[src/rtl/vending_machine_multi.sv]
// Multi-product vending controller: price table, per-product stock, coin credit,
// online payment, inactivity refund, sold-out detection and restock.
module vending_machine_multi #(
    parameter int unsigned NUM_PRODUCTS = 8,
    parameter int unsigned SEL_W        = 3,
    parameter int unsigned VAL_W        = 8,
    parameter int unsigned STOCK_W      = 4,
    parameter int unsigned STOCK_INIT   = 10,
    parameter int unsigned TIMEOUT      = 64,
    parameter logic [NUM_PRODUCTS*VAL_W-1:0] PRICE_TABLE =
        {8'd45, 8'd40, 8'd35, 8'd30, 8'd25, 8'd20, 8'd15, 8'd10}
) (
    input  logic               clk,
    input  logic               rst,
    input  logic               initiate,
    input  logic [SEL_W-1:0]   selected_product,
    input  logic               coin_valid,
    input  logic [VAL_W-1:0]   coin_value,
    input  logic               payment_online,
    input  logic               abort,
    input  logic               restock,
    input  logic [SEL_W-1:0]   restock_product,
    input  logic [STOCK_W-1:0] restock_qty,
    output logic [2:0]         current_state,
    output logic               dispense,
    output logic [SEL_W-1:0]   dispensed_product,
    output logic               change_valid,
    output logic [VAL_W-1:0]   change_to_return,
    output logic [VAL_W-1:0]   selected_price,
    output logic [VAL_W-1:0]   credit,
    output logic               sold_out
);

    localparam int unsigned CNT_W = $clog2(TIMEOUT + 1);
    localparam logic [VAL_W-1:0]   VAL_MAX   = '1;
    localparam logic [STOCK_W-1:0] STOCK_MAX = '1;

    typedef enum logic [2:0] {
        S_IDLE     = 3'd0,
        S_COLLECT  = 3'd1,
        S_DISPENSE = 3'd2,
        S_CHANGE   = 3'd3,
        S_REFUND   = 3'd4
    } state_t;

    state_t             state_q, state_d;
    logic [SEL_W-1:0]   idx_q, idx_d;
    logic [VAL_W-1:0]   price_q, price_d;
    logic [VAL_W-1:0]   credit_q, credit_d;
    logic [VAL_W-1:0]   change_q, change_d;
    logic [CNT_W-1:0]   cnt_q, cnt_d;
    logic               online_q, online_d;
    logic               dispense_q, dispense_d;
    logic [SEL_W-1:0]   disp_prod_q, disp_prod_d;
    logic               change_valid_q, change_valid_d;
    logic               sold_out_q, sold_out_d;
    logic [STOCK_W-1:0] stock_q [NUM_PRODUCTS];
    logic [STOCK_W-1:0] stock_d [NUM_PRODUCTS];

    logic               sel_ok;
    logic [STOCK_W-1:0] sel_stock;
    logic [VAL_W-1:0]   sel_price;
    logic [VAL_W:0]     coin_sum;
    logic [STOCK_W:0]   stock_sum;

    // Lookup of the requested product; indices outside the table leave sel_ok low.
    always_comb begin
        sel_ok    = 1'b0;
        sel_stock = '0;
        sel_price = '0;
        for (int i = 0; i < NUM_PRODUCTS; i++) begin
            if (selected_product == SEL_W'(i)) begin
                sel_ok    = 1'b1;
                sel_stock = stock_q[i];
                sel_price = PRICE_TABLE[i*VAL_W +: VAL_W];
            end
        end
    end

    always_comb begin
        state_d     = state_q;
        idx_d       = idx_q;
        price_d     = price_q;
        credit_d    = credit_q;
        change_d    = change_q;
        cnt_d       = cnt_q;
        online_d    = online_q;
        disp_prod_d = disp_prod_q;
        sold_out_d  = 1'b0;
        coin_sum    = {1'b0, credit_q} + {1'b0, coin_value};

        case (state_q)
            S_IDLE: begin
                if (initiate && !abort) begin
                    idx_d = selected_product;
                    if (!sel_ok || sel_stock == '0) begin
                        sold_out_d = 1'b1;
                    end else begin
                        state_d  = S_COLLECT;
                        price_d  = sel_price;
                        credit_d = '0;
                        cnt_d    = '0;
                        online_d = 1'b0;
                    end
                end
            end
            S_COLLECT: begin
                if (abort) begin
                    state_d  = S_REFUND;
                    change_d = credit_q;
                end else if (payment_online) begin
                    state_d  = S_DISPENSE;
                    online_d = 1'b1;
                end else if (coin_valid) begin
                    credit_d = coin_sum[VAL_W] ? VAL_MAX : coin_sum[VAL_W-1:0];
                    cnt_d    = '0;
                    if (credit_d >= price_q) state_d = S_DISPENSE;
                end else if (credit_q >= price_q) begin
                    // covers a zero price: dispense without any payment
                    state_d = S_DISPENSE;
                end else if (cnt_q == CNT_W'(TIMEOUT - 1)) begin
                    state_d  = S_REFUND;
                    change_d = credit_q;
                end else begin
                    cnt_d = cnt_q + CNT_W'(1);
                end
            end
            S_DISPENSE: begin
                state_d  = S_CHANGE;
                change_d = online_q ? '0 : credit_q - price_q;
            end
            S_CHANGE, S_REFUND: begin
                state_d  = S_IDLE;
                credit_d = '0;
            end
            default: state_d = S_IDLE;
        endcase

        if (state_d == S_DISPENSE) disp_prod_d = idx_q;
        dispense_d     = (state_d == S_DISPENSE);
        change_valid_d = (state_d == S_CHANGE) || (state_d == S_REFUND);
    end

    // Stock update: dispense decrement and restock combine before saturation.
    always_comb begin
        stock_sum = '0;
        for (int i = 0; i < NUM_PRODUCTS; i++) begin
            stock_sum = {1'b0, stock_q[i]};
            if (state_q == S_DISPENSE && idx_q == SEL_W'(i))
                stock_sum = stock_sum - (STOCK_W+1)'(1);
            if (restock && restock_product == SEL_W'(i))
                stock_sum = stock_sum + {1'b0, restock_qty};
            stock_d[i] = (stock_sum > {1'b0, STOCK_MAX}) ? STOCK_MAX
                                                         : stock_sum[STOCK_W-1:0];
        end
    end

    always_ff @(posedge clk or posedge rst) begin
        if (rst) begin
            state_q        <= S_IDLE;
            idx_q          <= '0;
            price_q        <= '0;
            credit_q       <= '0;
            change_q       <= '0;
            cnt_q          <= '0;
            online_q       <= 1'b0;
            dispense_q     <= 1'b0;
            disp_prod_q    <= '0;
            change_valid_q <= 1'b0;
            sold_out_q     <= 1'b0;
            for (int i = 0; i < NUM_PRODUCTS; i++) stock_q[i] <= STOCK_W'(STOCK_INIT);
        end else begin
            state_q        <= state_d;
            idx_q          <= idx_d;
            price_q        <= price_d;
            credit_q       <= credit_d;
            change_q       <= change_d;
            cnt_q          <= cnt_d;
            online_q       <= online_d;
            dispense_q     <= dispense_d;
            disp_prod_q    <= disp_prod_d;
            change_valid_q <= change_valid_d;
            sold_out_q     <= sold_out_d;
            for (int i = 0; i < NUM_PRODUCTS; i++) stock_q[i] <= stock_d[i];
        end
    end

    assign current_state     = state_q;
    assign dispense          = dispense_q;
    assign dispensed_product = disp_prod_q;
    assign change_valid      = change_valid_q;
    assign change_to_return  = change_q;
    assign selected_price    = price_q;
    assign credit            = credit_q;
    assign sold_out          = sold_out_q;

endmodule

[config.mk]
export PLATFORM = sky130hd
export DESIGN_NAME = vending_machine_multi
export DESIGN_NICKNAME = d
export VERILOG_FILES = /design/src/rtl/vending_machine_multi.sv
export SDC_FILE = /design/constraint.sdc
export NUM_CORES = 1
export LEC_CHECK = 0
export ABC_CLOCK_PERIOD_IN_PS = 3900
export CORE_UTILIZATION = 59
export CTS_CLUSTER_DIAMETER = 30
export DETAILED_ROUTE_END_ITERATION = 10
export HOLD_SLACK_MARGIN = 0.03
export PLACE_DENSITY = 0.78
export SYNTH_ARGS = -nofsm -noshare
export SYNTH_HDL_FRONTEND = slang
export SYNTH_SLANG_ARGS = --single-unit
[constraint.sdc]
create_clock -name clk -period 3.9 [get_ports clk]
set_clock_uncertainty 0.1 [all_clocks]
set_input_delay 0.78 -clock clk [delete_from_list [all_inputs] [get_ports clk]]
set_output_delay 0.78 -clock clk [all_outputs]
set_load 0.01 [all_outputs]
-- Word level (Yosys, flattened, before mapping)
Index checks and enable logic that the tools add are counted.
- register bits after elaboration: 76
- latch bits: 0
- bits in writable memories: 0
- ROM bits: 0
- input port bits: 25
- output and inout bits: 33
- logic and storage cells: 213
- memories: 0
- add/sub/neg operators: 19
- multiply operators: 0
- divide/modulo/power cells: 0
- magnitude comparators: 10
- eq/ne operators: 41
- shift-type cells: 0
- mux-type cells: 87
- bitwise gates (word level): 1
- reductions and logical operators: 36
- operators with widths (kind ; number):
    $mux W8 ; 19
    $mux W5 ; 16
    $mux W4 ; 17
    $mux W7 ; 7
    $eq A3 B3 Y1 const B ; 14
    $add A5 B4 Y5 ; 8
    $gt A5 B4 Y1 const B ; 8
    $sub A4 B1 Y5 const B ; 8
    $eq A3 B2 Y1 const B ; 10
    $mux W3 ; 8
    $pmux W8 S3 ; 1
    $ne A3 B3 Y1 const B ; 6
    $logic_and A1 B1 Y1 ; 17
    $ge A8 B8 Y1 ; 2
    $pmux W8 S2 ; 1
    $mux W1 ; 15
    $pmux W7 S2 ; 1
    $eq A3 B1 Y1 const B ; 4
    $logic_not A3 Y1 ; 4
    $ne A2 B2 Y1 const B ; 6
    $reduce_and A5 Y1 ; 2
    $add A8 B8 Y9 ; 1
    $pmux W3 S3 ; 1
    $sub A8 B8 Y8 ; 1
    other kinds (14) ; 17

-- Longest topological paths before layout
Gate-level depths: netlist (run 1).
- depth after elaboration: 16
- depth in mapped cells: 14
- gate-level depth less buffers: 13

-- Least setup slack after synthesis (run 1)
No wires, ideal clock.
- path kind: input to register
- start point: in coin_value[0]
- end point: reg disp_prod_q[0], in the netlist dispensed_product[0]
- setup time: 0.125 ns
- arrival time: 3.754 ns
- required time: 3.675 ns
- slack: -0.079 ns
- stages: 12
- path buffers: 0
- cells stage by stage: ha_1 -> fa_1 -> a211oi_1 -> nor2_1 -> o221a_2 -> or2_2 -> ha_1 -> a211oi_1 -> o31ai_1 -> a211oi_1 -> a41oi_1 -> mux2_2
- word-level cells in the longest chain between the ends: 9
- ends and longest elaborated chain (element ; RTL line ; text):
    start: declaration ; 18 ; input logic [VAL_W-1:0] coin_value,
    $add A8 B8 Y9 ; 90 ; coin_sum = {1'b0, credit_q} + {1'b0, coin_value};
    $mux W8 ; 115 ; credit_d = coin_sum[VAL_W] ? VAL_MAX : coin_sum[VAL_W-1:0];
    $ge A8 B8 Y1 ; 117 ; if (credit_d >= price_q) state_d = S_DISPENSE;
    $mux W3 ; 117 ;
    $mux W3 ; 114 ; end else if (coin_valid) begin
    $mux W3 ; 111 ; end else if (payment_online) begin
    $mux W3 ; 108 ; if (abort) begin
    $pmux W3 S3 ; 92 ; case (state_q)
    $eq A3 B2 Y1 ; -- ;
    net dispense_d ; 53 ; logic dispense_q, dispense_d;
    end signal: assignment ; 181 ; disp_prod_q <= disp_prod_d;
    end: declaration ; 54 ; logic [SEL_W-1:0] disp_prod_q, disp_prod_d;
The timed path passes the listed nets, and every way through them passes these cells.
A chain may end at the register's enable or synchronous reset.

-- Worst setup path after layout (run 1)
- start point: in coin_value[0]
- end point: reg disp_prod_q[2], in the netlist dispensed_product[2]
Same word-level chain as after synthesis.

==> metrics.md, run 1 <==
| Metric | Value |
|---|---|
| Status | `complete, no violations` |
| Top cells by count, synth | `84 x nand2_1, 61 x ha_1, 58 x dfrtp_1` |
| Sum Neg Setup Slack | `0 ns` |
| Most frequent cell after synthesis | `nand2_1` |
| TritonCTS clock tree | `built` |
| Synth Area in Simple Gates | `0.178` |
| Layout cells sized above 1 | `0.155` |
| Cell breakdown of the critical path | `dlygate4sd2_1, ha_2, fa_2, a211oi_2, nor2_1, o221a_2, or2_4, ha_4, a211oi_4, o31ai_4, a211oi_2, a41oi_2, mux2_4` |
| Clk Tree Root Cell | `clkbuf_8` |
| Type of origin of the critical path | `input port` |
| Top cells by area, synth | `dfrtp_1 24%, ha_1 13%, dfstp_2 7.1%` |
| Nets | `846` |
| Worst setup path endpoint | `dispensed_product[2]` |
| Worst-path fanout max | `5` |
| Number of enable flip-flop cells after synthesis | `0` |
| Global routing's busiest layer | `met2` |
| Pwr/cell area | `797 nW/um2` |
| Synth warnings | `0` |
| Post-DP Area | `6860 um2` |
| Mux contribution to synthesized area | `0.0511` |
| Largest family of logic cells by synthesized area | `simple AND/OR/NAND/NOR gates` |
| Final Cell Area | `7280 um2` |
| CP Data Required Time | `around 4.1 ns` |
| Die X | `102 um` |
| Via count of the routed design | `between 5,000 and 6,000` |
| Initial core utilization | `0.609` |
| H-tree depth | `3` |
| Final setup vio count | `0` |
| First DRT Iteration DRCs | `165` |
| Top cell type's share of synthesized area | `0.244` |
| Reg2reg end | `dispensed_product[2]` |
| Port Buffer Count | `55` |
| FF/Latch Area | `1870 um2` |
| Clk Latency, worst-skew pair | `0.36 ns` |
| N_diodes | `0` |
| Drt first pass iters | `8` |
| Clk buf depth | `2` |
| Initial antenna violation count | `0` |
| HPWL after DPL | `between 10 and 15 mm` |
| Period Utilization, post-route | `0.972` |
| Crit. Startpoint | `coin_value[0]` |
| Slew @ Worst Pin | `between 0.9 and 1 ns` |
| Fillcell total | `751` |
| Multi-input gate area | `3990 um2` |
| Routability congestion estimate | `0.962` |
| XOR/XNOR Fraction of Synth Area | `0.0807` |
| CTS Hold Buffers Added | `0` |
| Full die area | `10,500 um2` |
| Sequential area share after synthesis | `0.314` |
| Overall routed net length | `15.1 mm` |
| Area Overhead vs Synth | `22.3%` |
| Crit path DAT | `3.94 ns` |
| R2R Setup Slk | `0.35 ns` |
| Worst reg2reg startpoint | `credit[0]` |
| Worst IR drop on VDD | `about 0.32 mV` |
| Clk slew on worst S/H paths | `~0.08 ns` |
| LEAKAGE | `about 0.0032 uW` |
| CP Class | `input port to register` |
| Pre-CTS setup slack | `-0.584 ns` |
| Avg Inst Size Synth | `9.05 um2` |
| I/O Pins | `58` |
| Site row count | `36` |
| Routed len/inst | `17.0 um` |
| Core area | `9770 um2` |
| Complex-gate fraction of the synthesized area | `0.174` |
| Largest net degree at the start of global routing | `75` |
| Vias in the first global route | `5,315` |
| Hold/Removal Path Class | `register to register` |
| Critical path buffers and inverters | `1` |
| Fin crit period | `3.79 ns` |
| Synth Instances | `658` |
| Total CTS buffers | `9` |
| Cell Area, Synth | `5950 um2` |
| Critical path's top delay family | `compound AO/OA/AOI/OAI gates` |
| CP Depth | `13` |
| CP most frequent cell | `a211oi_2` |
| Ys async rst share | `1.00` |
| Max-cap violations | `0` |
| Met3 usage | `0.0486` |
| DRC | `0` |
| R2R cell count | `12` |
| Final hold violations | `0` |
| Synth unique cells | `66` |
| GR Layer Usage met2 | `0.568` |
| GRT overflow | `0` |
| Fmax | `264 MHz` |
| Sink Count | `74` |
| Post-Synth Adder-Cell Area | `0.162` |
| Met1 usage | `0.343` |
| Synth Register Bits | `74` |
| Delay of the slowest critical-path stage | `0.35 ns` |
| Final Slew Violations | `0` |
| RSZ-0062 raised after global routing | `no` |
| Die height | `102 um` |
| Ys flop type | `dfrtp_1` |
| Vias/cell | `5.90` |
| Tot GR Track Use | `0.308` |
| Slowest-stage cell, CP | `fa_2` |
| Crit path capture type | `register` |
| Area leader, netlist | `dfrtp_1` |
| Global-route wire length before repair | `around 25 mm` |
| Final worst slack | `0.111 ns` |
| Max_slew headroom | `0.387` |
| Final ANT Viol Nets | `0` |
## worst min path at each step
stage | start | end | slack [ns] | depth (start not counted)
5_1_grt | change_to_return[4] | change_to_return[4] | 0.41 | 2
2_1_floorplan | cnt_q[6] | cnt_q[6] | 0.36 | 1
4_1_cts | change_to_return[1] | change_to_return[1] | 0.39 | 2
3_5_place_dp | change_to_return[1] | change_to_return[1] | 0.37 | 2
3_3_place_gp | change_to_return[3] | change_to_return[3] | 0.37 | 2
6_report | change_to_return[1] | change_to_return[1] | 0.39 | 2
## tightest hold or removal path: cells and delay by family, from the launching register on
kind	cells	cell delay, ns
flops	1	0.35
simple gates	1	0.05
compound gates	1	0.06
## state kept, by name (all words and copies together), names as in the netlist
signal and count:
selected_price 6, current_state 3, change_valid 1, online_q 1, dispense 1, sold_out 1, credit 8, idx_q 3
stock_q 32, dispensed_product 3, change_to_return 8, cnt_q 7
## kinds of logic after synthesis
logic type      after synthesis
flops                        74
fa+ha+maj                    71
simple gates                214
compound gates              158
buf+inv                      57
mux                          29
other cells                   1
xor+xnor                     54
## power by group
| part | internal [uW] | switching (uW) |
|---|---|---|
| clock | 458 | 300 |
| combinational | 1710 | 1860 |
| sequential | 1140 | 330 |
## placed cells by master (no fill, tap or decap), types with 4 or more instances in the layout
cell type and instances:
o21a_1 11, o21ai_0 41, a21oi_1 34, nor2b_1 13, dfstp_2 16, mux2_2 8
inv_1 43, or3_1 5, a21bo_2 4, o211ai_1 7, clkbuf_8 11, nand3_1 9
fa_1 9, nor3_1 18, nand2_1 84, o21bai_1 6, xor2_1 20, buf_4 37
mux2i_1 18, nor2_1 35, nor4_1 8, a211oi_1 7, a31oi_1 4, xnor2_1 33
dfrtp_1 58, ha_1 56, nand4_1 5, or2_2 5, a21o_1 12, ha_4 4
clkdlybuf4s50_1 53, nand2b_1 10
## metrics by stage
step,hold WS [ns],std cells,power [uW],util
2_1_floorplan,0.359,659,3620,-
3_3_place_gp,0.368,866,4500,0.701
3_5_place_dp,0.374,866,4710,0.701
4_1_cts,0.391,887,5600,0.735
5_1_grt,0.405,888,6250,0.745
6_report,0.387,888,5800,0.745
## cell type report
class | count | area share
multi-input cells | 528 | 0.548
well taps | 133 | 0.0228
repair buffers | 93 | 0.115
flip-flops and latches | 74 | 0.257
inverters | 44 | 0.0227
clock buffers | 11 | 0.0208
clock inverters | 5 | 0.0137
## metal layers
| metal | vias up | routed length [um] |
|---|---|---|
| li1 | 2521 | - |
| met1 | 2499 | 6080 |
| met2 | 178 | 7800 |
| met3 | 42 | 713 |
| met4 | 0 | 507 |
| met5 | - | 0 |
## repair_timing
item	in CTS	in global routing
setup buffers	5	1
pin swaps	10	10
endpoints found under the setup margin	5	4
resized for setup	14	12
(Power assumes the default switching activity.)
==> run 2: changes to the inputs <==
--- a/config.mk
+++ b/config.mk
@@ -11,6 +11,7 @@
 export DETAILED_ROUTE_END_ITERATION = 10
 export HOLD_SLACK_MARGIN = 0.03
 export PLACE_DENSITY = 0.78
+export REMOVE_ABC_BUFFERS = 1
 export SYNTH_ARGS = -nofsm -noshare
 export SYNTH_HDL_FRONTEND = slang
 export SYNTH_SLANG_ARGS = --single-unit
==> run 2 against run 1 <==
Effect of this change: clock-buffer cell count is 1 higher; via count is 1.6% higher; first-iteration DRC count is 30% higher; sequential share of layout area is 0.54 points lower; combinational power is 4% higher; die area stayed put; global-route usage is 0.91 points higher; clock power is 5.7% lower; wire length is 3.8% higher; critical path depth is 1 lower.
==> metrics.md, run 2 (synthesis gave the netlist of run 1 again) <==
| Metric | Value |
|---|---|
| Clock power share | `0.121 (-0.010)` |
| Fmax | `259 MHz (-1.7%)` |
| Crit path capture type | `register` |
| Core area | `9770 um2 (unchanged)` |
| Routed len/inst | `17.3 um (+1.9%)` |
| Global-route wire length before repair | `25.3 mm (+3.0%)` |
| Worst-path fanout max | `5 (unchanged)` |
| HPWL after DPL | `11.4 mm (+1.1%)` |
| Area Overhead vs Synth | `25.0%` |
| Final Cell Area | `7440 um2 (+2.2%)` |
| Multi-input gate area | `4020 um2 (+0.78%)` |
| Site row count | `36 (unchanged)` |
| Nets | `863 (+2.0%)` |
| Fillcell total | `679 (-9.6%)` |
| Slew @ Worst Pin | `0.952 ns (+0.0321 ns)` |
| Port Buffer Count | `55 (unchanged)` |
| H-tree depth | `3 (unchanged)` |
| Layout cells sized above 1 | `0.180 (+0.0251)` |
| Combinational share of power | `0.629 (+0.014)` |
| CTS Hold Buffers Added | `0 (unchanged)` |
| Vias/cell | `5.88 (-0.31%)` |
| Final ANT Viol Nets | `0 (unchanged)` |
| Clk buf depth | `2 (unchanged)` |
| Total CTS buffers | `9 (unchanged)` |
| Commonest non-fill, non-tap cell in the layout | `nand2_1` |
| Hold/Removal Path Class | `register to register` |
| Tot GR Track Use | `0.317 (+0.00909)` |
| Max-cap violations | `0 (unchanged)` |
| TritonCTS clock tree | `built` |
| Clk Latency, worst-skew pair | `0.37 ns (about the same)` |
| Int Pwr | `3370 uW (+1.6%)` |
| Full die area | `10,500 um2 (unchanged)` |
| Reg power frac | `0.249 (-0.005)` |
| Placed Cells | `871 (+0.58%)` |
| First DRT Iteration DRCs | `214 (+30%)` |
| Status | `complete, no violations` |
| Routability congestion estimate | `0.928 (-3.5%)` |
| Via count of the routed design | `5,324 (+1.6%)` |
| Post-DP Area | `6890 um2 (+0.55%)` |
| Die X | `102 um (unchanged)` |
| Period Utilization, post-route | `0.989 (+0.0171)` |
| Drt first pass iters | `5 (-3)` |
| LEAKAGE | `0.00332 uW (+3.0%)` |
| I/O Pins | `58 (unchanged)` |
| Die height | `102 um (unchanged)` |
| Overall routed net length | `15.7 mm (+3.8%)` |
| Sink Count | `74 (unchanged)` |
| Max reg flops | `32 (unchanged)` |
| Worst IR drop on VDD | `0.355 mV (+13%)` |
| FF/Latch Area | `1870 um2 (unchanged)` |
| GRT overflow | `0 (unchanged)` |
| Clk Tree Root Cell | `clkbuf_8` |
| Final Slew Violations | `0 (unchanged)` |
| CP Data Required Time | `4.06 ns (about the same)` |
| Net Sw Power | `2520 uW (+1.2%)` |
| Max_slew headroom | `0.357 (-0.0297)` |
| Sw frac | `0.428 (-0.000932)` |
| Initial core utilization | `0.609 (unchanged)` |
| Final setup vio count | `0 (unchanged)` |
| Type of origin of the critical path | `input port` |
| Crit path DAT | `4.02 ns (+0.08 ns)` |
| Clk slew on worst S/H paths | `0.08 ns (about the same)` |
| N_diodes | `0 (unchanged)` |
| Pwr/cell area | `791 nW/um2 (-0.72%)` |
| Finished Layout Cells | `905 (+1.9%)` |
| DRC | `0 (unchanged)` |
| Final hold violations | `0 (unchanged)` |
| RSZ-0062 raised after global routing | `no` |
| Fin crit period | `3.86 ns (+0.0665 ns)` |
| CP Class | `input port to register` |
| Initial antenna violation count | `0 (unchanged)` |
| Vias in the first global route | `5,328 (+0.24%)` |
| Largest reg by FF count | `stock_q` |
| Largest net degree at the start of global routing | `42 (-44%)` |
| Most frequent cells in the layout | `84 x nand2_1, 58 x dfrtp_1, 56 x ha_1` |
[run 2: changes by cell type in the layout (fill, tap and decap cells not counted), sizes merged]
cell          delta
buf             +17
bufinv           -1
clkbuf           +2
clkinv           -1
clkinvlp         +1
dlygate4sd2      -2
dlymetal6s2s     +1
[run 2: metal layers]
metal	vias up	global-route usage	routed length, um
li1	2569	-	-
met1	2539	0.372	6490
met2	160	0.547	7890
met3	56	0.0540	651
met4	0	0.182	641
met5	-	0	0
[run 2: repair_timing]
action | in CTS | in global routing
resized for setup | 21 | 14
pin swaps | 11 | 15
buffers inserted | 16 | 4
setup endpoints to repair | 6 | 7
[run 2: metrics by stage]
| step | setup slack (ns) | power, uW | utilization | hold slack (ns) | TNS, ns |
|---|---|---|---|---|---|
| 2_1_floorplan | -0.0787 | 3560 | - | 0.359 | -0.301 |
| 3_3_place_gp | -0.645 | 4500 | 0.705 | 0.362 | -3.18 |
| 3_5_place_dp | -0.837 | 4680 | 0.705 | 0.370 | -4.37 |
| 4_1_cts | 0.0667 | 5710 | 0.753 | 0.387 | 0 |
| 5_1_grt | 0.00431 | 6370 | 0.761 | 0.405 | 0 |
| 6_report | 0.0443 | 5880 | 0.761 | 0.382 | 0 |
[run 2: power by group through the flow]
stage,Sequential [uW],Clock [uW],Combinational [uW]
2_1_floorplan,1480,0,2080
3_3_place_gp,1450,0,3050
3_5_place_dp,1470,0,3210
4_1_cts,1460,719,3530
5_1_grt,1510,750,4110
6_report,1470,715,3700
[run 2: layout make-up]
class | instances | area share
multi-input cells | 528 | 0.541
flip-flops and latches | 74 | 0.252
repair buffers | 110 | 0.131
well taps | 133 | 0.0224
clock buffers | 12 | 0.0222
inverters | 44 | 0.0222
clock inverters | 4 | 0.00975
[run 2: final timing paths]
| check | end | slack, ns | startpoint | depth (start not counted) |
|---|---|---|---|---|
| min | change_to_return[1] | 0.38 | change_to_return[1] | 2 |
| min reg2reg | change_to_return[1] | 0.38 | change_to_return[1] | 2 |
| max in group asynchronous | stock_q[29] | 2.21 | rst | 3 |
| max | dispensed_product[0] | 0.04 | coin_value[2] | 12 |
| min in group asynchronous | stock_q[10] | 0.75 | rst | 2 |
| max reg2reg | dispensed_product[0] | 0.20 | credit[0] | 12 |
[run 2: worst max-delay path, cell delays in order]
cell             delay (ns)
clkdlybuf4s50_1        0.52
ha_4                   0.23
a211oi_4               0.29
nor2_2                 0.09
o221a_4                0.28
or2_4                  0.28
ha_4                   0.24
a211oi_2               0.25
o31ai_2                0.11
a211oi_2               0.36
a41oi_4                0.22
mux2_4                 0.35
==> run 3: changes to the inputs <==
--- a/config.mk
+++ b/config.mk
@@ -8,8 +8,10 @@
 export ABC_CLOCK_PERIOD_IN_PS = 3900
 export CORE_UTILIZATION = 59
 export CTS_CLUSTER_DIAMETER = 30
+export CTS_CLUSTER_SIZE = 20
 export DETAILED_ROUTE_END_ITERATION = 10
 export HOLD_SLACK_MARGIN = 0.03
+export MAX_ROUTING_LAYER = met4
 export PLACE_DENSITY = 0.78
 export REMOVE_ABC_BUFFERS = 1
 export SYNTH_ARGS = -nofsm -noshare
==> run 3 against run 2 <==
Effect of this change: combinational power increased by 1%; critical path depth increased by 7; flip-flop and latch count unchanged; fmax decreased by 1.8%; non-clock buffer count decreased by 1; worst setup slack got worse by 0.070 ns; worst hold slack improved by 0.0018 ns; register-to-register slack improved by 0.15 ns; design area increased by 0.25%; largest cell class unchanged; the flow now finishes with violations (setup timing); clock power increased by 2%; sequential share of layout area decreased by 0.063 points; first-iteration DRC count decreased by 6.5%.
==> metrics.md, run 3 (synthesis gave the netlist of run 1 again) <==
| Metric | Value |
|---|---|
| Failing checks | `setup timing` |
| Combinational share of power | `0.630 (about the same)` |
| Pwr/cell area | `798 nW/um2 (+0.93%)` |
| Fmax | `255 MHz (-1.8%)` |
| Port Buffer Count | `55 (unchanged)` |
| First DRT Iteration DRCs | `200 (-6.5%)` |
| Overall routed net length | `15.5 mm (-0.84%)` |
| TritonCTS clock tree | `built` |
| I/O Pins | `58 (unchanged)` |
| Crit. Startpoint | `coin_value[2]` |
| HPWL after DPL | `11.5 mm (+0.84%)` |
| Max-cap violations | `0 (unchanged)` |
| Final ANT Viol Nets | `0 (unchanged)` |
| Worst setup path endpoint | `dispensed_product[0]` |
| CTS Hold Buffers Added | `0 (unchanged)` |
| Crit path DAT | `4.08 ns (+0.06 ns)` |
| DRC | `0 (unchanged)` |
| Total CTS buffers | `9 (unchanged)` |
| Placed Cells | `872 (+0.11%)` |
| CP Data Required Time | `4.05 ns (about the same)` |
| Hold/Removal Path Class | `register to register` |
| Max reg flops | `32 (unchanged)` |
| Net Sw Power | `2540 uW (+1.1%)` |
| Fillcell total | `693 (+2.1%)` |
| R2R cell count | `19 (+7)` |
| Most frequent cells in the layout | `84 x nand2_1, 58 x dfrtp_1, 56 x ha_1` |
| Vias/cell | `5.87 (-0.25%)` |
| Clock power share | `0.122 (about the same)` |
| Layout cells sized above 1 | `0.179 (-0.00106)` |
| Worst IR drop on VDD | `0.363 mV (+2.0%)` |
| Final setup vio count | `3 (+3)` |
| Via count of the routed design | `5,305 (-0.36%)` |
| Worst reg2reg startpoint | `credit[0]` |
| Tot GR Track Use | `0.321 (+0.00374)` |
| Clk Latency, worst-skew pair | `0.36 ns (about the same)` |
| Sink Count | `74 (unchanged)` |
| Reg power frac | `0.248 (about the same)` |
| Sw frac | `0.427 (-0.000432)` |
| Multi-input gate area | `4050 um2 (+0.68%)` |
| Final worst slack | `-0.0257 ns (-0.0700 ns)` |
| Final Slew Violations | `0 (unchanged)` |
| CP Class | `input port to register` |
| GRT overflow | `0 (unchanged)` |
| Clk Tree Root Cell | `clkbuf_8` |
| N_diodes | `0 (unchanged)` |
| Commonest non-fill, non-tap cell in the layout | `nand2_1` |
| Die X | `102 um (unchanged)` |
| Finished Layout Cells | `904 (-0.11%)` |
| Global-route wire length before repair | `24.8 mm (-2.0%)` |
| Routability congestion estimate | `0.934 (+0.64%)` |
| LEAKAGE | `0.00332 uW (+0.14%)` |
| Routed len/inst | `17.2 um (-0.73%)` |
| Drt first pass iters | `5 (unchanged)` |
| Initial antenna violation count | `0 (unchanged)` |
| Crit path capture type | `register` |
| Vias in the first global route | `5,409 (+1.5%)` |
| Status | `finished with violations` |
| Final hold violations | `0 (unchanged)` |
| Core area | `9770 um2 (unchanged)` |
| Fin crit period | `3.93 ns (+0.0700 ns)` |
| Int Pwr | `3410 uW (+1.3%)` |
| Largest net degree at the start of global routing | `35 (-17%)` |
| Period Utilization, post-route | `1.01 (+0.0180)` |
| Die height | `102 um (unchanged)` |
| Max_slew headroom | `0.534 (+0.177)` |
| Clk slew on worst S/H paths | `0.08 ns (about the same)` |
| Hold Crit Start | `change_to_return[2]` |
| Full die area | `10,500 um2 (unchanged)` |
| Post-layout util | `0.763 (+0.00192)` |
| Type of origin of the critical path | `input port` |
| Worst-path fanout max | `5 (unchanged)` |
| Area Overhead vs Synth | `25.3%` |
| H-tree depth | `3 (unchanged)` |
| Reg2reg end | `dispensed_product[0]` |
| R2R Setup Slk | `0.35 ns (+0.15 ns)` |
| Largest reg by FF count | `stock_q` |
| Nets | `862 (-0.12%)` |
| Initial core utilization | `0.609 (unchanged)` |
| Clk buf depth | `2 (unchanged)` |
| FF/Latch Area | `1870 um2 (unchanged)` |
| Slew @ Worst Pin | `0.689 ns (-0.262 ns)` |
| Site row count | `36 (unchanged)` |
-- run 3: cell types whose count changed in the layout (fill, tap and decap cells not counted), sizes merged --
cell / previous run / this run
buf: 55 / 54
clkbuf: 13 / 9
clkinvlp: 1 / 0
clkinv: 1 / 4
bufinv: 2 / 3
dlymetal6s2s: 1 / 2
-- run 3: critical path: stages --
cell	delay, ns
clkdlybuf4s50_1	0.49
ha_4	0.33
a211oi_4	0.07
buf_4	0.14
buf_4	0.12
buf_4	0.12
buf_4	0.12
buf_4	0.12
buf_4	0.12
buf_4	0.12
buf_4	0.12
buf_4	0.12
buf_4	0.12
buf_4	0.12
o21bai_1	0.16
a21oi_2	0.10
xor2_2	0.17
a41oi_4	0.29
mux2_4	0.33
-- run 3: what timing repair did --
item,CTS,global route
setup endpoints to repair,5,6
pin swaps,12,12
hold endpoints to repair,0,0
setup buffers,13,3
gates resized for setup,17,18
-- run 3: stage by stage --
step                total power (uW)  hold WS, ns  worst slack (ns)  setup TNS (ns)  area [um2]
floorplan                       3560        0.359           -0.0787          -0.301        5890
global placement                4520        0.364            -0.667           -3.37        6890
detailed placement              4700        0.370            -0.730           -3.72        6890
CTS                             5700        0.388          0.000496               0        7330
global route                    6430        0.427           -0.0619          -0.141        7460
finish                          5950        0.384           -0.0257         -0.0473        7460
-- run 3: worst min path at each step --
stage               depth (start not counted)  slack [ns]                   to
floorplan                                   1        0.36             cnt_q[6]
global placement                            2        0.36  change_to_return[0]
detailed placement                          2        0.37  change_to_return[2]
CTS                                         2        0.39  change_to_return[2]
global route                                2        0.43  change_to_return[0]
finish                                      2        0.38  change_to_return[2]
-- run 3: area by class of cell --
| type | count | share of cell area |
|---|---|---|
| Multi-Input combinational cell | 528 | 0.543 |
| Timing Repair Buffer | 109 | 0.129 |
| Tap cell | 133 | 0.0223 |
| Sequential cell | 74 | 0.251 |
| Clock buffer | 9 | 0.0166 |
| Clock inverter | 7 | 0.0158 |
| Inverter | 44 | 0.0221 |
-- run 3: layer usage --
layer  vias up  part of all wire  track usage
met2       188              0.50        0.565
met3        52             0.051       0.0431
met5         -                 0            -
met1      2518              0.41        0.351
met4         0             0.039        0.169
li1       2547                 -            -
-- run 3: power by group through the flow --
| stage | sequential [uW] | combinational (uW) | clock, uW |
|---|---|---|---|
| 3_5_place_dp | 1480 | 3220 | 0 |
| 5_1_grt | 1520 | 4130 | 772 |
| 2_1_floorplan | 1480 | 2080 | 0 |
| 6_report | 1480 | 3750 | 726 |
| 4_1_cts | 1470 | 3500 | 733 |
| 3_3_place_gp | 1460 | 3060 | 0 |
==> variant 1 (config.mk and constraints of run 3) <==
The parameter `VAL_W` goes from 8 to 9.
--- a/src/rtl/vending_machine_multi.sv
+++ b/src/rtl/vending_machine_multi.sv
@@ -3,7 +3,7 @@
 module vending_machine_multi #(
     parameter int unsigned NUM_PRODUCTS = 8,
     parameter int unsigned SEL_W        = 3,
-    parameter int unsigned VAL_W        = 8,
+    parameter int unsigned VAL_W        = 9,
     parameter int unsigned STOCK_W      = 4,
     parameter int unsigned STOCK_INIT   = 10,
     parameter int unsigned TIMEOUT      = 64,
Ports: changed (resized change_to_return, coin_value, credit and selected_price); port bits go from 58 to 62. No check against the original RTL was run, so the function may have changed too.
==> variant 1 against run 3 <==
- global-route usage decreased by 0.22 points
- sequential cell count grew 4
- synthesized cell count increased by 7.3%
- count of clock-buffer cells in the layout up 3
- critical endpoint is now dispensed_product[2]
- register-to-register slack worse by 50 ps
- design area grew 5.2%
- power decreased by 6.6%
- sequential power is 3% higher
- synthesized area up 8.0%
- setup slack gained 120 ps
- wire length increased by 6.3%
- maximum frequency grew 3.1%
- final cell count grew 5.8%
==> variant 1: results (changes against run 3) <==
| Metric | Value |
|---|---|
| Fraction of final layout cells with drive strength greater than 1 | 16.83% (was 17.90%) |
| Compound-Gate Fraction of Synth Area | 15.38% (was 17.38%) |
| Share of total power in combinational logic | 61.4% (was 63.0%) |
| Fraction of synthesized cell area in xor and xnor cells | 8.293% (was 8.071%) |
| Worst vdd ir | 0.0003182 V (was 0.0003627 V) |
| Cell count after placement | 930 (was 872) |
| Global-route track usage on met1 | 35.10% (was 35.06%) |
| Cells after synthesis | 706 (was 658) |
| Final net count | 919 (was 862) |
| Violation count after the first detailed-route iteration | 330 (was 200) |
| Proportion of power drawn by the clock network | 11.3% (was 12.2%) |
| Number of unique standard cell types used by synthesis | 61 (was 66) |
| Placer Congestion | 0.9307 (was 0.9337) |
| Global Route Usage Sum | 31.88% (was 32.09%) |
| Met2 wire length | 8472 µm (was 7827 µm) |
| GR Util met3 | 4.231% (was 4.309%) |
| Detailed-routed wire length on met3 | 782 µm (was 794 µm) |
| Slew Limit Headroom | 23.97% (was 53.43%) |
| Syn. warnings | 0 (unchanged) |
| Adder-Cell Fraction of Synth Area | 16.35% (was 16.18%) |
| Vias per cell | 6.004 (was 5.868) |
| Most numerous cell types in the synthesized netlist | sky130_fd_sc_hd__nand2_1 (83), sky130_fd_sc_hd__ha_1 (68), sky130_fd_sc_hd__dfrtp_1 (62), sky130_fd_sc_hd__o21ai_0 (50), sky130_fd_sc_hd__a21oi_1 (44) (was sky130_fd_sc_hd__nand2_1 (84), sky130_fd_sc_hd__ha_1 (61), sky130_fd_sc_hd__dfrtp_1 (58), sky130_fd_sc_hd__inv_1 (44), sky130_fd_sc_hd__o21ai_0 (41)) |
| Post-DP HPWL | 12,610 µm (was 11,510 µm) |
| Run status | finished clean (was complete, but fails checks) |
| First-pass GRT wire length | 27,340 µm (was 24,810 µm) |
| Drt wl/cell | 17.29 µm (was 17.19 µm) |
| Total Power Consumption | 5561 µW (was 5954 µW) |
| Setup-violating endpoint count in the final report | 0 (was 3) |
| Pin count of the biggest net entering global routing | 41 (was 35) |
| Multiplexer share of the synthesized area | 6.950% (was 5.107%) |
| Gate family responsible for the most delay along the worst path | compound AO/OA/AOI/OAI gates (was buffers and inverters) |
| Leakage dissipation | 0.003518 µW (was 0.003320 µW) |
| Crit-path max cell delay | 410 ps (was 490 ps) |
| Seq/Total Area, Yosys | 30.68% (was 31.44%) |
| Placed Area | 0.007463 mm² (was 0.006888 mm²) |
| Placement Setup Slack | -629.0 ps (was -729.9 ps) |
| Number of buffers inserted by port buffering | 61 (was 55) |
==> variant 1: changes by cell type after synthesis, moves of 5 or more <==
cell / run 3 / this run
sky130_fd_sc_hd__nor3_1: 18 / 24
sky130_fd_sc_hd__ha_1: 61 / 68
sky130_fd_sc_hd__mux2_2: 11 / 21
sky130_fd_sc_hd__xor2_1: 20 / 28
sky130_fd_sc_hd__nand3b_1: 1 / 8
sky130_fd_sc_hd__buf_2: 0 / 7
sky130_fd_sc_hd__nor2_1: 36 / 31
sky130_fd_sc_hd__a21oi_1: 35 / 44
sky130_fd_sc_hd__nor4_1: 8 / 13
sky130_fd_sc_hd__a211oi_1: 10 / 5
sky130_fd_sc_hd__a21o_1: 12 / 18
sky130_fd_sc_hd__o21ai_0: 41 / 50
==> variant 1: path summary, 6_finish.rpt <==
kind | start | to | slack (ps) | depth (start not counted)
max reg2reg | credit[0] | dispensed_product[2] | 300 | 13
min in group asynchronous | rst | stock_q[8] | 720 | 2
max in group asynchronous | rst | stock_q[5] | 2230 | 3
min reg2reg | cnt_q[6] | cnt_q[6] | 410 | 2
max | coin_value[3] | dispensed_product[2] | 90 | 16
min | cnt_q[6] | cnt_q[6] | 410 | 2
==> variant 1: cells by family after synthesis <==
logic type / count (synthesis)
flops: 78
mux: 42
compound gates: 158
simple gates: 230
xor+xnor: 60
buf+inv: 60
fa+ha+maj: 78
==> variant 1: area by class of cell <==
class	instances	area (µm²)
flip-flops and latches	78	1972
clock buffers	12	145.1
repair buffers	117	1035
multi-input cells	568	4320
inverters	41	155.1
fillers	779	2618
clock inverters	4	47.55
well taps	136	170.2
==> variant 1: timing repair <==
action                     4_1_cts  5_1_grt
buffers inserted                 8        2
setup endpoints to repair        6        4
resized for setup               16        9
pin swaps                       15       17
==> variant 2 (flow settings as in run 3) <==
Without the edit above. Register the output `credit` once more, cleared by the reset; this adds one clock of latency there. The other outputs are not delayed to match.
--- a/src/rtl/vending_machine_multi.sv
+++ b/src/rtl/vending_machine_multi.sv
@@ -191,7 +191,13 @@
     assign change_valid      = change_valid_q;
     assign change_to_return  = change_q;
     assign selected_price    = price_q;
-    assign credit            = credit_q;
+    always_ff @(posedge clk or posedge rst) begin
+        if (rst) begin
+            credit <= '0;
+        end else begin
+            credit <= credit_q;
+        end
+    end
     assign sold_out          = sold_out_q;
 
 endmodule
Formal check against the unedited RTL: not equivalent (a bounded check fails within 4 cycles, from zero or initial values and one cycle with rst high).
==> variant 2 against run 3 <==
- sequential cell count increased by 8
- non-clock buffer count decreased by 31
- design area decreased by 4.7%
- sequential share of layout area increased by 4.1 points
- register-to-register slack improved by 20 ps
- setup slack improved by 170 ps
- power decreased by 14%
- synthesized area increased by 1.5%
- wire length decreased by 8.7%
- sequential power increased by 8%
==> variant 2: results (changes against run 3) <==
| Metric | Value |
|---|---|
| Seq pwr share | 31.3% (was 24.8%) |
| Crit-path max cell delay | 470 ps (was 490 ps) |
| Final net count | 839 (was 862) |
| Multiplexer share of the synthesized area | 2.610% (was 5.107%) |
| Final hold slack | 393.8 ps (was 384.3 ps) |
| RR Startpoint | credit_q[0] (was credit[0]) |
| Cells after synthesis | 664 (was 658) |
| Global Route Usage Sum | 28.74% (was 32.09%) |
| Worst vdd ir | 0.0003338 V (was 0.0003627 V) |
| Worst reg-to-reg setup slack | 370 ps (was 350 ps) |
| Post-DP HPWL | 10,900 µm (was 11,510 µm) |
| Via count | 5,137 (was 5,305) |
| Proportion of power drawn by the clock network | 11.3% (was 12.2%) |
| Power Internal | 2900 µW (was 3411 µW) |
| Fraction of final layout cells with drive strength greater than 1 | 11.36% (was 17.90%) |
| Clock latency on the worst-skew pair | 380 ps (was 360 ps) |
| Filler-free cell count of the finished design | 881 (was 904) |
| Adder-Cell Fraction of Synth Area | 15.95% (was 16.18%) |
| Start point of the worst min-delay path | credit_q[1] (was change_to_return[2]) |
| Logic depth of the worst register-to-register path | 13 (was 19) |
| Fraction of synthesized cell area in xor and xnor cells | 7.976% (was 8.071%) |
| Post-CTS repair timing setup buffer count | 0 (was 13) |
| Run status | finished clean (was complete, but fails checks) |
| Leakage dissipation | 0.003088 µW (was 0.003320 µW) |
| Resize count post-CTS | 5 (was 17) |
| Most numerous cell types in the synthesized netlist | sky130_fd_sc_hd__nand2_1 (74), sky130_fd_sc_hd__dfrtp_1 (66), sky130_fd_sc_hd__ha_1 (61), sky130_fd_sc_hd__o21ai_0 (56), sky130_fd_sc_hd__nor2_1 (46) (was sky130_fd_sc_hd__nand2_1 (84), sky130_fd_sc_hd__ha_1 (61), sky130_fd_sc_hd__dfrtp_1 (58), sky130_fd_sc_hd__inv_1 (44), sky130_fd_sc_hd__o21ai_0 (41)) |
| Drt wl/cell | 16.11 µm (was 17.19 µm) |
| Synth top area cells | sky130_fd_sc_hd__dfrtp_1 (27%), sky130_fd_sc_hd__ha_1 (13%), sky130_fd_sc_hd__dfstp_2 (7.0%) (was sky130_fd_sc_hd__dfrtp_1 (24%), sky130_fd_sc_hd__ha_1 (13%), sky130_fd_sc_hd__dfstp_2 (7.1%)) |
| First-pass GRT wire length | 22,650 µm (was 24,810 µm) |
| Violation count after the first detailed-route iteration | 203 (was 200) |
| Placer Congestion | 0.9239 (was 0.9337) |
## variant 2: cell types whose count changed after synthesis, moves of 5 or more
cell	run 3	this run
sky130_fd_sc_hd__inv_1	44	39
sky130_fd_sc_hd__nand2_1	84	74
sky130_fd_sc_hd__nand3_1	9	24
sky130_fd_sc_hd__dfrtp_1	58	66
sky130_fd_sc_hd__nor2_1	36	46
sky130_fd_sc_hd__o21ai_0	41	56
sky130_fd_sc_hd__nor3_1	18	26
sky130_fd_sc_hd__mux2i_1	18	9
sky130_fd_sc_hd__o21bai_1	7	1
sky130_fd_sc_hd__a211oi_1	10	4
sky130_fd_sc_hd__mux2_2	11	6
## variant 2: metrics by stage
| step | instance area, µm² | total power, µW |
|---|---|---|
| floorplan | 5968 | 3465 |
| global placement | 6844 | 4222 |
| detailed placement | 6844 | 4385 |
| CTS | 7036 | 4983 |
| global route | 7109 | 5540 |
| finish | 7109 | 5093 |
## variant 2: routing by layer
layer	part of all wire [%]	global-route usage [%]	vias up	routed length, µm
met5	0	-	-	0
met4	3.5	13.22	0	490
met3	4.2	4.637	41	597
met2	50	49.03	145	7054
met1	43	33.32	2448	6051
li1	-	-	2503	-
## variant 2: area by class of cell
class                           count  area, µm²
Timing Repair Buffer               78      725.7
Fill cell                         739       2755
Sequential cell                    82       2072
Tap cell                          133      166.4
Clock buffer                       12      145.1
Multi-Input combinational cell    532       3809
Clock inverter                      4      27.53
Inverter                           40      163.9
## variant 2: how the worst max path moves through the flow
stage / end / cells past startpoint
6_report: dispensed_product[0] / 13
5_1_grt: dispensed_product[0] / 13
4_1_cts: current_state[1] / 14
3_5_place_dp: current_state[1] / 14
3_3_place_gp: current_state[1] / 14
2_1_floorplan: current_state[1] / 13
